[src/rtl/tug_light_bar.sv]
// tug_light_bar: tug-of-war playfield, one lit light pulled left/right by player presses
//   Ports: clk, reset (sync, full incl. scores), resetRound (sync, scores kept),
//          L/R (one-cycle presses), lights (one-hot, MSB = leftmost),
//          leftWin/rightWin (win state), roundDone (one-cycle win pulse),
//          leftScore/rightScore (rounds won; counters only with TUG_SCORE_EN, else 0).
//   Optional feature macro: TUG_SCORE_EN
module tug_light_bar #(
    parameter int NUM_LIGHTS = 9,
    parameter int CENTER     = NUM_LIGHTS / 2,
    parameter int POS_W      = $clog2(NUM_LIGHTS),
    parameter int SCORE_W    = 3
) (
    input  logic                  clk,
    input  logic                  reset,
    input  logic                  resetRound,
    input  logic                  L,
    input  logic                  R,
    output logic [NUM_LIGHTS-1:0] lights,
    output logic                  leftWin,
    output logic                  rightWin,
    output logic                  roundDone,
    output logic [SCORE_W-1:0]    leftScore,
    output logic [SCORE_W-1:0]    rightScore
);
    typedef enum logic [1:0] {PLAY, WIN_L, WIN_R} state_t;
    state_t           r_state, w_next;
    logic [POS_W-1:0] r_pos, w_pos_next;
    logic             r_done;
    logic             w_clear, w_move_l, w_move_r, w_win_l, w_win_r;
    assign w_clear  = reset | resetRound;
    assign w_move_l = L & ~R;
    assign w_move_r = R & ~L;
    // a press at the far edge ends the round instead of moving the light
    assign w_win_l  = (r_state == PLAY) && w_move_l && (r_pos == POS_W'(NUM_LIGHTS - 1));
    assign w_win_r  = (r_state == PLAY) && w_move_r && (r_pos == '0);
    always_ff @(posedge clk) begin
        if (w_clear) begin
            r_state <= PLAY;
            r_pos   <= POS_W'(CENTER);
            r_done  <= 1'b0;
        end else begin
            r_state <= w_next;
            r_pos   <= w_pos_next;
            r_done  <= w_win_l | w_win_r;
        end
    end
    always_comb begin
        w_next     = w_win_l ? WIN_L : w_win_r ? WIN_R : r_state;
        w_pos_next = r_pos;
        if (r_state == PLAY && !w_win_l && !w_win_r)
            w_pos_next = w_move_l ? r_pos + 1'b1 : w_move_r ? r_pos - 1'b1 : r_pos;
    end
    always_comb begin
        lights    = NUM_LIGHTS'(1) << r_pos;
        leftWin   = (r_state == WIN_L);
        rightWin  = (r_state == WIN_R);
        roundDone = r_done;
    end
`ifdef TUG_SCORE_EN
    logic [SCORE_W-1:0] r_lscore, r_rscore;
    always_ff @(posedge clk) begin
        if (reset) begin
            r_lscore <= '0;
            r_rscore <= '0;
        end else if (!resetRound) begin
            if (w_win_l && r_lscore != '1) r_lscore <= r_lscore + 1'b1;
            if (w_win_r && r_rscore != '1) r_rscore <= r_rscore + 1'b1;
        end
    end
    assign leftScore  = r_lscore;
    assign rightScore = r_rscore;
`else
    assign leftScore  = '0;
    assign rightScore = '0;
`endif
endmodule

[config.mk]
export PLATFORM = sky130hd
export DESIGN_NAME = tug_light_bar
export DESIGN_NICKNAME = d
export VERILOG_FILES = /design/src/rtl/tug_light_bar.sv
export SDC_FILE = /design/constraint.sdc
export NUM_CORES = 1
export LEC_CHECK = 0
export BUFFER_PORTS_ARGS = -buffer_cell sky130_fd_sc_hd__clkbuf_2
export CORE_MARGIN = 2
export CORE_UTILIZATION = 35
export DETAILED_ROUTE_END_ITERATION = 8
export SYNTH_ARGS = -nofsm -noshare
export SYNTH_HDL_FRONTEND = slang
export SYNTH_SLANG_ARGS = --single-unit
[constraint.sdc]
create_clock -name clk -period 1.7 [get_ports clk]
set_input_delay 0.085 -clock clk [delete_from_list [all_inputs] [get_ports clk]]
set_output_delay 0.085 -clock clk [all_outputs]
set_load 0.02 [all_outputs]
==> metrics.cfg <==
[run_status]
status = complete, no violations

[power]
power_switching_share_pct = 32.8
p_seq_share_pct = 37.7
pwr_density_cell_nw_per_um2 = 693
ir_worst_vdd_mv = 0.286
power.leakage_nw = 0.342
combPwrFrac_pct = 31.3
p_int_uw = 321
p_sw_uw = 157
p_clk_share_pct = 31.0

[clock_network]
cts_hold_buf = 0
htree_levels = 1
cts_setup_buffers = 0
cts_resized = 0
clk_pin_slew_ps = 50
ctsLongestPathBuffers = 2
cts_root_buffer = clkbuf_4
numClockSinks = 7
cts_buffers = 3
cts_tree = yes
clock_latency_ps = 250

[die]
die_height_um = 44.1
core-area_um2 = 1510
dieArea_um2 = 1950
die_w_um = 44.1
io_pins = 23
rows = 14
start_util_pct = 37.4

[detailed_routing]
dr.pass1.iters = 2
drc = 0
postRouteAntennaNets = 0
routed_wl_mm = 1.15
vias = 542
drt_iter0_markers = 10
wl_per_cell_um = 10.4
viasPerCell = 4.88

[timing]
hold_viol = 0
maxSlewViolCount = 0
fmax_mhz = 631
finalCriticalPeriod_ps = 1580
finalSetupViolCount = 0
hold_ws_ps = 93.0
post-route-period-util_pct = 93.2
finClkSkew_ps = 2.13
grt_setup_unrepaired = no
timing.final.ws_setup_ps = 116

[logic_synthesis]
synth.top_cell.area_share_pct = 24.9
ys_types = 27
synth_top_area_cell = dfxtp_1
ys_ff_latch = 7
ys_seq_area_share_pct = 24.9
synthTopCellsByArea = dfxtp_1, ha_1, buf_4, nor2_1, nor3_1
syn_area_per_cell_um2 = 7.71
synth_area_um2 = 563
synthCells = 73
ys_warn_count = 0

[setup_path]
cp.required_ps = 1880
end_kind = flop
path_max_fanout = 2
crit_arrival_ps = 1770
criticalPathCategory = flop to flop
crit_path_start_kind = flop

[job]
drv_cap = 0

[layout]
multi_input_area_um2 = 355
finish.utilization_pct = 45.8
layoutNonFillerInstCount = 111
final-seq-area_um2 = 140
final_common_cell = clkbuf_2
nets = 106
drive_gt1_share_pct = 29.5
nFillCells = 161
area_delta_synth_final_pct = 22.4
num_antenna_cells = 0
final_cell_mix = clkbuf_2, nor2_1, dfxtp_1
final_area_um2 = 689

[global_routing]
antenna_found_initial = 0
grt_max_degree = 10
grt_pass1_vias = 472
overflow = 0
grt_pass1_wl_mm = 2.01
track_usage_pct = 14.4

[place]
placed_cells = 107
hpwl_um = 967
io_buffers = 16
place_area_um2 = 663
place_congestion = 0.835
place_ws_ps = -6.11

[hold_path]
hold_class = primary input to flop

## power groups by stage
stage          Sequential, mW  Clock, mW  Combinational, mW
2_1_floorplan           0.183          0              0.116
3_3_place_gp            0.183          0              0.148
3_5_place_dp            0.183          0              0.150
4_1_cts                 0.180      0.155              0.150
5_1_grt                 0.181      0.165              0.167
6_report                0.180      0.148              0.149
## sequential cells by signal, indices dropped and copies added, names as in the netlist
name / count
r_pos: 4
r_state: 2
roundDone: 1
## final cells by class
cell class,instances,area share [%]
Multi-Input combinational cell,56,51.5
Tap cell,16,2.90
Clock buffer,4,3.81
Inverter,6,3.27
Timing Repair Buffer,22,18.1
Sequential cell,7,20.3
## cells by family after synthesis
group,share of synthesized area [%]
and+or+nand+nor,29.3
buffers and inverters,15.3
DFF,24.9
AOI/OAI and AO/OA,8.00
adders and majority gates,12.4
muxes,6.22
xor gates and xnor gates,3.11
other,0.666
## per-stage QoR
step | total power [mW] | TNS, ps
2_1_floorplan | 0.300 | 0
3_3_place_gp | 0.331 | 0
3_5_place_dp | 0.333 | -6.11
4_1_cts | 0.484 | 0
5_1_grt | 0.513 | 0
6_report | 0.478 | 0
## worst paths after layout
| path | slack, ps | cells after the start | startpoint | to |
|---|---|---|---|---|
| hold reg to reg | 500 | 1 | r_state[0] | roundDone |
| setup / recovery | 120 | 4 | r_pos[3] | r_pos[3] |
| setup reg to reg | 120 | 4 | r_pos[3] | r_pos[3] |
| hold / removal | 90 | 3 | reset | r_pos[2] |
## synthesized netlist by cell type
library cell,n
nand3_1,1
nand2_1,5
mux2i_1,2
fa_1,1
o211ai_1,1
ha_1,4
dfxtp_1,7
buf_4,6
xnor2_1,1
inv_1,6
nand2b_1,2
a31oi_1,2
clkbuf_1,2
nor2_1,12
xor2_1,1
nor4_1,2
and2_2,1
buf_6,1
or2_2,1
nor3_1,6
mux2_4,1
or3b_1,1
a2111o_1,1
nand4_1,3
a21oi_1,1
a2111oi_0,1
conb_1,1
## layer usage
metal | GRT usage (%) | routed length [µm]
met5 | 0 | 0
met4 | 10.9 | 19
met3 | 2.45 | 54
met2 | 22.9 | 537
met1 | 17.3 | 539
## critical path, stage by stage (launching register included)
cell      delay, ps
dfxtp_1         370
mux2_4          320
a2111o_1        380
or3b_1          380
nand4_1          90
Power figures use the tool's default switching activity.
